## src/rtl/fetch_sequencer.sv

```systemverilog
// fetch_sequencer: fetches instructions over a valid handshake, issues ordinary ones to the datapath,
// resolves jumps internally and pulses the PC advance controls for one cycle per instruction.
module fetch_sequencer #(
  parameter int ADDR_W = 11,
  parameter int INSTR_W = 16,
  parameter logic [3:0] OPC_JMP = 4'hE,
  parameter logic [3:0] OPC_JCMP = 4'hF,
  parameter logic [3:0] OPC_HALT = 4'hD
) (
  input  logic                     clk,
  input  logic                     reset_n,
  input  logic [ADDR_W-1:0]        pc,
  output logic [ADDR_W-1:0]        imem_addr,
  output logic                     imem_rd,
  input  logic [INSTR_W-1:0]       imem_data,
  input  logic                     imem_valid,
  input  logic                     flag_zero,
  input  logic                     flag_neg,
  input  logic                     exec_done,
  output logic [INSTR_W-1:0]       instr_out,
  output logic                     instr_valid,
  output logic                     pc_enable,
  output logic                     next_instr,
  output logic                     jump,
  output logic                     cmp_jump,
  output logic signed [ADDR_W-1:0] jump_offset,
  output logic                     halted
);
  typedef enum logic [2:0] {IDLE, FETCH, ISSUE, WAIT_EXEC, ADV_NEXT, ADV_JUMP, ADV_CMP, HALT} state_t;
  state_t state, state_nx;
  logic [INSTR_W-1:0] instr_reg;
  logic [3:0] opc;
  logic cond, ordinary;
  assign opc = instr_reg[INSTR_W-1 -: 4];
  assign cond = instr_reg[ADDR_W] ? flag_neg : flag_zero;
  assign ordinary = opc != OPC_JMP && opc != OPC_JCMP && opc != OPC_HALT;
  always_ff @(posedge clk or negedge reset_n) begin
    if (!reset_n) begin
      state <= IDLE;
      instr_reg <= '0;
    end else begin
      state <= state_nx;
      if (state == FETCH && imem_valid) instr_reg <= imem_data;
    end
  end
  // the advance kind is folded into the state so every PC strobe decodes from state alone
  always_comb begin
    state_nx = state;
    unique case (state)
      IDLE:      state_nx = FETCH;
      FETCH:     state_nx = imem_valid ? ISSUE : FETCH;
      ISSUE:     state_nx = opc == OPC_JMP ? ADV_JUMP :
                            opc == OPC_JCMP ? (cond ? ADV_CMP : ADV_NEXT) :
                            opc == OPC_HALT ? HALT : WAIT_EXEC;
      WAIT_EXEC: state_nx = exec_done ? ADV_NEXT : WAIT_EXEC;
      ADV_NEXT, ADV_JUMP, ADV_CMP: state_nx = FETCH;
      HALT:      state_nx = HALT;
      default:   state_nx = IDLE;
    endcase
  end
  assign imem_rd = state == FETCH;
  assign imem_addr = imem_rd ? pc : '0;
  assign instr_out = instr_reg;
  assign instr_valid = state == ISSUE && ordinary;
  assign next_instr = state == ADV_NEXT;
  assign jump = state == ADV_JUMP;
  assign cmp_jump = state == ADV_CMP;
  assign pc_enable = next_instr | jump | cmp_jump;
  assign jump_offset = (jump | cmp_jump) ? instr_reg[ADDR_W-1:0] : '0;
  assign halted = state == HALT;
endmodule

```

## config.mk

```make
export PLATFORM = sky130hd
export DESIGN_NAME = fetch_sequencer
export DESIGN_NICKNAME = d
export VERILOG_FILES = /design/src/rtl/fetch_sequencer.sv
export SDC_FILE = /design/constraint.sdc
export NUM_CORES = 1
export LEC_CHECK = 0
export CAP_MARGIN = 30
export CORE_MARGIN = 3
export CORE_UTILIZATION = 35
export CTS_CLUSTER_SIZE = 14
export DETAILED_ROUTE_END_ITERATION = 10
export PLACE_DENSITY = 0.89
export SLEW_MARGIN = 20
export SYNTH_ARGS = -nofsm -noshare
export SYNTH_HDL_FRONTEND = slang
export SYNTH_SLANG_ARGS = --single-unit
```

## constraint.sdc

```tcl
create_clock -name clk -period 2.6 [get_ports clk]
set_clock_uncertainty 0.2 [all_clocks]
set_input_delay 0.52 -clock clk [delete_from_list [all_inputs] [get_ports clk]]
set_output_delay 0.52 -clock clk [all_outputs]
set_load 0.02 [all_outputs]
```

==> results of run 1 <==
## state kept, by name, indices dropped and copies added, names as in the netlist
| name | flops |
|---|---|
| instr_out | 16 |
| state | 3 |
## logic make-up (layout without fill, tap and decap cells)
group,Yosys count,after routing
muxes,18,18
buffers and inverters,9,90
AOI/OAI and AO/OA,8,8
DFF,19,19
xor gates and xnor gates,1,1
and+or+nand+nor,35,35
## report_power, final
group          total, mW  internal (mW)  switching [mW]
clock              0.148         0.0572          0.0912
combinational       1.47          0.770           0.700
sequential         0.620          0.448           0.171
total               2.24           1.28           0.962
## through the flow
step | instances | util, %
floorplan | 90 | -
global placement | 196 | 66.1
detailed placement | 196 | 66.1
CTS | 202 | 66.6
global route | 202 | 66.7
finish | 202 | 66.7
## worst max-delay path: stages (launching register included)
cell and delay (ns):
dfrtp_2 0.49, buf_4 0.17, nor3b_1 0.20, clkdlybuf4s50_1 0.64
## cells in the final DEF (no fill, tap or decap), types with 2 or more instances in the layout
master,netlist,layout
dlygate4sd2_1,0,24
buf_4,1,7
clkbuf_4,0,3
dfrtp_2,0,2
nand4_1,2,2
clkdlybuf4s50_1,0,53
nand2_1,2,2
dfrtp_1,19,17
o211ai_1,2,2
and2_1,11,11
a21boi_0,2,2
mux2_4,9,9
nor3b_1,2,2
nor2_1,3,3
inv_1,2,2
and3_1,11,11
mux2_2,8,8
## cell type report
type	count	area (sq um)
fillers	222	935
multi-input cells	62	526
well taps	31	38.8
flip-flops and latches	19	478
inverters	2	7.51
clock buffers	3	22.5
repair buffers	84	793
clock inverters	1	5.00
## layer usage
metal	vias up	routed length, microns	part of all wire (%)	global-route usage [%]
met4	0	19	0.61	3.72
met1	480	1070	34	19.3
met3	2	256	8.2	3.19
met5	-	0	0	0
met2	45	1790	57	33.9
li1	478	-	-	-
## worst paths after layout
check | startpoint | end | slack (ns)
min | reset_n | instr_out[10] | 0.35
max reg2reg | state[0] | instr_out[10] | 0.91
max in group asynchronous | reset_n | state[2] | 1.63
min in group clk | instr_out[0] | instr_out[0] | 0.35
min reg2reg | instr_out[0] | instr_out[0] | 0.35
max | state[1] | next_instr | 0.09
## repair_timing
action                     in CTS  in global routing
gates cloned                    0                  0
setup endpoints to repair      25                  3
setup buffers                   2                  0
resized for setup              25                  1
pin swaps                       1                  0
==> results by group, run 1 <==
Synthesis
  – Mapped Avg Cell Area: 11.7 sq um
  – Synth warn: 0
  – Fraction of synthesized cell area in xor and xnor cells: 0.831%
  – Ys async rst share: 100%
  – Ys flop type: dfrtp_1
  – Net Count, Synth: 123
  – Adder-Cell Fraction of Synth Area: 0%
  – Area of the mapped netlist: 1050 sq um
  – Most frequent cells after synthesis: dfrtp_1, and2_1, and3_1, mux2_4, mux2_2
  – Synth Area in Simple Gates: 21.4%
  – Synth Area in Compound Gates: 5.34%
  – Most common cell in the netlist: dfrtp_1
  – Cell taking the most area after synthesis: dfrtp_1
  – Top cell type's share of synthesized area: 45.1%
  – Unique masters post-synth: 25
  – Main combinational cell family by area after synthesis: multiplexers
  – Flops & latches, synth: 19
  – Top post-synthesis cells by area: dfrtp_1, mux2_4, mux2_2, and2_1, and3_1
  – Sequential area share after synthesis: 45.1%
  – Mux contribution to synthesized area: 22.3%
  – EDFF count, synth: 0
  – Syn Inst Count: 90

Power
  – Final Power: 2.24 mW
  – VDD IR max: 0.000603 V
  – Leak pwr: 0.935 nW
  – Pwr Density: 1200 nW/um^2

Critical path
  – CP max FO: 7
  – Reg2reg path depth: 4
  – Crit end category: primary output
  – Data required time of the worst path: 1.88 ns
  – CP arrival: 1.79 ns
  – CP Launch Type: flip-flop
  – CP Class: reg2out

STA
  – Hold WS: 0.347 ns
  – RSZ-0062 raised after global routing: no
  – Count of final setup violators: 0
  – Min cycle time layout: 2.51 ns
  – Slew @ Worst Pin: 0.292 ns
  – Period utilization: 96.6%
  – Peak Freq: 398 MHz
  – Slew HR: 80.5%
  – Count of final hold-check violations: 0
  – Pins Over Slew Limit: 0
  – Setup TNS: 0 ns
  – Final worst setup slack: 0.0884 ns

Status
  – Outcome: completed

Floorplanning
  – Die Ht: 60.9 microns
  – Initial Utilization: 37.6%
  – IO Count: 78
  – Die ar.: 3700 sq um
  – Core footprint: 2810 sq um
  – Rows: 19
  – Die Span X: 60.9 microns

Clock tree
  – Deepest clock path buffer count: 2
  – CTS clk-pin slew, worst paths: 0.11 ns
  – Sink Count: 19
  – CTS tree: done
  – CTS buffer count: 3
  – CTS root buffer: clkbuf_4
  – H-tree Lvls: 1
  – Hold_buf cts: 0
  – Clock latency on the worst-skew pair: 0.29 ns

Routing
  – DRC violations left: 0
  – DRT iter0 DRCs: 26
  – Via count: 1,005
  – Routed wire length: 3130 microns
  – Drt pass-1 iters: 4
  – DRT antenna net count: 0
  – Drt wl/cell: 15.5 microns
  – Via-to-Cell Ratio: 4.98

Global route
  – Global-route wire length before repair: 4770 microns
  – Vias in the first global route: 1,026
  – Overall Global Routing Usage: 17.4%
  – Gr ovfl total: 0
  – Initial antenna violation count: 0
  – Largest net degree at the start of global routing: 20

Min path
  – Worst min-delay path category: in2async

Placed design
  – PortBufs: 77
  – Setup WS pre-CTS: 0.142 ns
  – RePlAce Congestion: 0.669
  – Hpwl dp: 2610 microns
  – Area after DPL: 1860 sq um

Finish
  – Layout Nets: 205
  – P&R area growth vs syn: 77.6%
  – Ant diodes: 0
  – Layout cell share with drive strength beyond 1: 19.3%
  – Design Area, Final: 1870 sq um

Job
  – Max-cap violations: 0
Note: power is estimated with default switching activity, not from simulation.
==> inputs of run 2 (changes only) <==
--- a/config.mk
+++ b/config.mk
@@ -6,11 +6,14 @@
 export NUM_CORES = 1
 export LEC_CHECK = 0
 export CAP_MARGIN = 30
+export CELL_PAD_IN_SITES_DETAIL_PLACEMENT = 0
+export CELL_PAD_IN_SITES_GLOBAL_PLACEMENT = 1
 export CORE_MARGIN = 3
-export CORE_UTILIZATION = 35
+export CORE_UTILIZATION = 26
 export CTS_CLUSTER_SIZE = 14
 export DETAILED_ROUTE_END_ITERATION = 10
-export PLACE_DENSITY = 0.89
+export PLACE_DENSITY = 0.92
+export SKIP_CTS_REPAIR_TIMING = 1
 export SLEW_MARGIN = 20
 export SYNTH_ARGS = -nofsm -noshare
 export SYNTH_HDL_FRONTEND = slang
==> run 2 against run 1 <==
Net effect:
- register-to-register slack got worse by 0.15 ns
- critical path depth up 1
- die area rose by 31%
- cell count is 7.9% higher
- setup slack got worse by 0.038 ns
- clock power rose by 32%
- hold slack lost 0.025 ns
- count of clock-buffer cells in the layout grew 1
- global-route usage fell by 5.5 points
- utilization is 14 points lower
- non-clock buffer count is 1 lower
- critical endpoint is now imem_addr[5]
- combinational power is 3% higher
- largest cell class unchanged
==> results by group, run 2 (synthesis gave the netlist of run 1 again) <==
Floorplanning
  – Core footprint: 3770 sq um
  – Die Span X: 69.7 microns
  – Die ar.: 4850 sq um
  – Rows: 22
  – Initial Utilization: 27.9%
  – Die Ht: 69.7 microns
  – IO Count: 78

Finish
  – Layout cell share with drive strength beyond 1: 18.8%
  – Layout Nets: 204
  – Ant diodes: 0
  – P&R area growth vs syn: 87.8%
  – Max reg flops: 16
  – Multi-input gate area: 526 sq um
  – Commonest non-fill, non-tap cell in the layout: clkdlybuf4s50_1
  – FF/Latch Area: 479 sq um
  – Filler cell count: 320
  – Most used cells in the layout excluding fill and tap cells: clkdlybuf4s50_1, dlymetal6s2s_1, dfrtp_1, and3_1, and2_1
  – Fin cells: 218

Critical path
  – Slowest Stage Delay on Critical Path: 0.61 ns
  – CP max FO: 13
  – CP Capture Point: imem_addr[5]
  – Reg2reg path depth: 5
  – Slowest-stage cell, CP: clkdlybuf4s50_1
  – Reg2reg setup slack: 0.76 ns
  – Crit path launch: state[2]
  – CP Class: reg2out
  – Crit end category: primary output
  – CP Launch Type: flip-flop
  – Reg2reg end: instr_out[4]
  – Data required time of the worst path: 1.88 ns
  – R2r startpoint: state[0]
  – CP arrival: 1.83 ns
  – Crit-path cells: nor3b_4, buf_4, and2_1, clkdlybuf4s50_1

Placed design
  – Inst Count DP: 212
  – PortBufs: 77
  – Hpwl dp: 2300 microns
  – Setup WS pre-CTS: 0.149 ns
  – RePlAce Congestion: 0.829

Global route
  – Overall Global Routing Usage: 11.9%
  – Vias in the first global route: 958
  – Largest net degree at the start of global routing: 20
  – Global-route wire length before repair: 4710 microns
  – Gr ovfl total: 0
  – Initial antenna violation count: 0

Power
  – Pwr Density: 1180 nW/um^2
  – Leak pwr: 1.14 nW
  – VDD IR max: 0.000528 V

Routing
  – Via count: 997
  – Drt pass-1 iters: 4
  – DRT iter0 DRCs: 22
  – Via-to-Cell Ratio: 4.57
  – DRC violations left: 0
  – DRT antenna net count: 0
  – Routed wire length: 3040 microns
  – Drt wl/cell: 13.9 microns

STA
  – Count of final hold-check violations: 0
  – Slew @ Worst Pin: 0.282 ns
  – Final worst setup slack: 0.0499 ns
  – Count of final setup violators: 0
  – Slew HR: 81.2%
  – Period utilization: 98.1%
  – Peak Freq: 392 MHz
  – Min cycle time layout: 2.55 ns
  – Pins Over Slew Limit: 0

Job
  – Max-cap violations: 0

Clock tree
  – CTS tree: done
  – Deepest clock path buffer count: 2
  – CTS root buffer: clkbuf_8
  – Sink Count: 19
  – CTS clk-pin slew, worst paths: 0.07 ns
  – CTS buffer count: 3
  – H-tree Lvls: 1
  – Clock latency on the worst-skew pair: 0.24 ns

Min path
  – WHS Path Cells: 1
  – Worst min-delay path category: reg2reg

Status
  – Outcome: completed
run 2: changes by cell type in the layout (fill, tap and decap cells not counted):
cell	before	now
clkbuf_1	0	1
clkbuf_8	0	3
buf_4	7	6
clkbuf_4	3	0
dfrtp_1	17	16
dfrtp_2	2	3
dlygate4sd2_1	24	0
clkinv_2	1	0
clkdlybuf4s50_1	53	59
dlymetal6s2s_1	0	18
run 2: cell type report:
cell class              instances  share of cell area [%]
multi-input cells              62                    26.6
repair buffers                 83                    43.5
inverters                       2                   0.380
flip-flops and latches         19                    24.2
well taps                      48                    3.04
clock buffers                   4                    2.28
run 2: worst min path at each step:
stage / end / start / slack [ns]
floorplan: instr_out[0] / reset_n / 0.02
global placement: instr_out[4] / instr_out[4] / 0.31
detailed placement: instr_out[4] / instr_out[4] / 0.31
CTS: instr_out[4] / instr_out[4] / 0.33
global route: instr_out[6] / instr_out[6] / 0.36
finish: instr_out[8] / instr_out[8] / 0.32
run 2: worst max-delay path, delay by kind of cell, from the launching register on:
kind	cells	cell delay (ns)
buffers and inverters	2	0.79
flip-flops	1	0.49
AND/OR/NAND/NOR	2	0.31
run 2: power breakdown:
group,total (mW),switching (mW),internal (mW)
sequential,0.616,0.165,0.451
clock,0.195,0.0861,0.108
combinational,1.52,0.693,0.825
total,2.33,0.944,1.38
run 2: routing by layer:
metal | wire (microns) | GRT usage, %
met1 | 1380 | 16.4
met2 | 1310 | 17.9
met3 | 345 | 4.64
met4 | 8 | 1.91
met5 | 0 | 0
run 2: stage by stage:
stage	cell area, sq um	hold WS (ns)	setup TNS [ns]	total power, mW	util, %
finish	1980	0.322	0	2.33	52.5
global route	1980	0.358	-0.0267	2.48	52.5
CTS	1910	0.326	-1.28	2.33	50.8
detailed placement	1870	0.311	0	2.13	49.6
global placement	1870	0.307	0	2.10	49.6
floorplan	1050	0.0244	0	1.46	-
==> inputs of run 3 (changes only) <==
--- a/config.mk
+++ b/config.mk
@@ -6,12 +6,13 @@
 export NUM_CORES = 1
 export LEC_CHECK = 0
 export CAP_MARGIN = 30
-export CELL_PAD_IN_SITES_DETAIL_PLACEMENT = 0
+export CELL_PAD_IN_SITES_DETAIL_PLACEMENT = 1
 export CELL_PAD_IN_SITES_GLOBAL_PLACEMENT = 1
 export CORE_MARGIN = 3
 export CORE_UTILIZATION = 26
 export CTS_CLUSTER_SIZE = 14
 export DETAILED_ROUTE_END_ITERATION = 10
+export GPL_TIMING_DRIVEN = 0
 export PLACE_DENSITY = 0.92
 export SKIP_CTS_REPAIR_TIMING = 1
 export SLEW_MARGIN = 20
==> run 3 against run 2 <==
Net effect:
- sequential cell count unchanged
- global-route usage up 2.8 points
- hold slack worse by 0.053 ns
- critical path depth unchanged
- critical endpoint is now imem_rd
- largest cell class unchanged
- highest routed layer unchanged
==> results by group, run 3 (synthesis gave the netlist of run 1 again) <==
Status
  – Outcome: completed

Clock tree
  – CTS buffer count: 3
  – CTS root buffer: clkbuf_8
  – Deepest clock path buffer count: 2
  – H-tree Lvls: 1
  – CTS clk-pin slew, worst paths: 0.07 ns
  – Sink Count: 19
  – Clock latency on the worst-skew pair: 0.26 ns
  – CTS tree: done

Placed design
  – Inst Count DP: 215
  – Hpwl dp: 2860 microns
  – RePlAce Congestion: 0.841
  – PortBufs: 77

Finish
  – Max reg flops: 16
  – Multi-input gate area: 526 sq um
  – FF/Latch Area: 475 sq um
  – Layout cell share with drive strength beyond 1: 19.1%
  – Commonest non-fill, non-tap cell in the layout: clkdlybuf4s50_1
  – Final core utilization: 53.7%
  – Ant diodes: 0
  – Most used cells in the layout excluding fill and tap cells: clkdlybuf4s50_1, dlymetal6s2s_1, dfrtp_1, and3_1, and2_1
  – Filler cell count: 397
  – Fin cells: 221
  – P&R area growth vs syn: 92.3%
  – Layout Nets: 207

Global route
  – Initial antenna violation count: 0
  – Largest net degree at the start of global routing: 20
  – Vias in the first global route: 1,099
  – Global-route wire length before repair: 5730 microns
  – Gr ovfl total: 0
  – Overall Global Routing Usage: 14.7%

Routing
  – DRC violations left: 0
  – Via count: 1,034
  – DRT iter0 DRCs: 27
  – Via-to-Cell Ratio: 4.68
  – Drt wl/cell: 16.8 microns
  – Drt pass-1 iters: 3
  – Routed wire length: 3720 microns
  – DRT antenna net count: 0

Floorplanning
  – Initial Utilization: 27.9%
  – Rows: 22
  – Die Span X: 69.7 microns
  – Die Ht: 69.7 microns
  – IO Count: 78
  – Die ar.: 4850 sq um
  – Core footprint: 3770 sq um

Critical path
  – Crit path launch: state[1]
  – Crit end category: primary output
  – CP arrival: 1.79 ns
  – Reg2reg setup slack: 0.83 ns
  – CP Launch Type: flip-flop
  – CP max FO: 10
  – Data required time of the worst path: 1.88 ns
  – CP Class: reg2out
  – R2r startpoint: state[0]

Min path
  – Worst min-delay path category: in2async

STA
  – Count of final hold-check violations: 0
  – Setup TNS: 0 ns
  – RSZ-0062 raised after global routing: no
  – Count of final setup violators: 0
  – Period utilization: 96.5%
  – Min cycle time layout: 2.51 ns
  – Slew HR: 83.3%
  – Pins Over Slew Limit: 0
  – Slew @ Worst Pin: 0.250 ns
  – Peak Freq: 399 MHz

Power
  – Pwr Density: 1190 nW/um^2
  – VDD IR max: 0.000585 V
  – Leak pwr: 1.26 nW

Job
  – Max-cap violations: 0
run 3: cell count changes in the layout (fill, tap and decap cells not counted), sizes merged:
cell | before | now
clkdlybuf4s50 | 59 | 53
dlymetal6s2s | 18 | 24
clkbuf | 4 | 7
buf | 6 | 5
clkinv | 0 | 1
run 3: layer usage:
| metal | global-route usage, % | wire length [microns] |
|---|---|---|
| met5 | 0 | 0 |
| met4 | 1.91 | 14 |
| met3 | 4.49 | 307 |
| met2 | 25.1 | 1780 |
| met1 | 18.6 | 1620 |
run 3: layout make-up:
class / count / share of cell area [%]
timing repair buffer: 79 / 42.1
multi-input combinational: 62 / 25.9
sequential: 19 / 23.5
tap: 48 / 2.96
buffer: 7 / 2.84
clock buffer: 3 / 2.04
inverter: 2 / 0.371
clock inverter: 1 / 0.247
run 3: path summary, 6_finish.rpt:
check / depth (start not counted) / endpoint
worst max register to register: 6 / instr_out[12]
worst max-delay path: 4 / imem_rd
min in group clk: 1 / instr_out[7]
worst min register to register: 1 / instr_out[7]
worst min-delay path: 1 / instr_out[6]
max in group asynchronous: 2 / instr_out[1]
run 3: metrics by stage:
step           power [mW]  instance area (sq um)  setup slack [ns]  hold WS, ns
2_1_floorplan        1.46                   1050             0.477       0.0244
3_3_place_gp         2.12                   1880            0.0157        0.306
3_5_place_dp         2.18                   1880           -0.0569        0.317
4_1_cts              2.41                   1930            -0.347        0.334
5_1_grt              2.55                   2030           0.00950        0.268
6_report             2.40                   2030            0.0913        0.270
run 3: worst max-delay path, cell delays in order (launching register included):
cell,delay (ns)
dfrtp_1,0.39
buf_6,0.15
nor3b_4,0.18
clkbuf_4,0.21
clkdlybuf4s50_1,0.61
run 3: report_power, final:
group          leakage [nW]  internal, mW  switching (mW)  total [mW]
sequential            0.225         0.447           0.134       0.581
combinational          1.01         0.845           0.771        1.62
clock                0.0255         0.107          0.0999       0.207
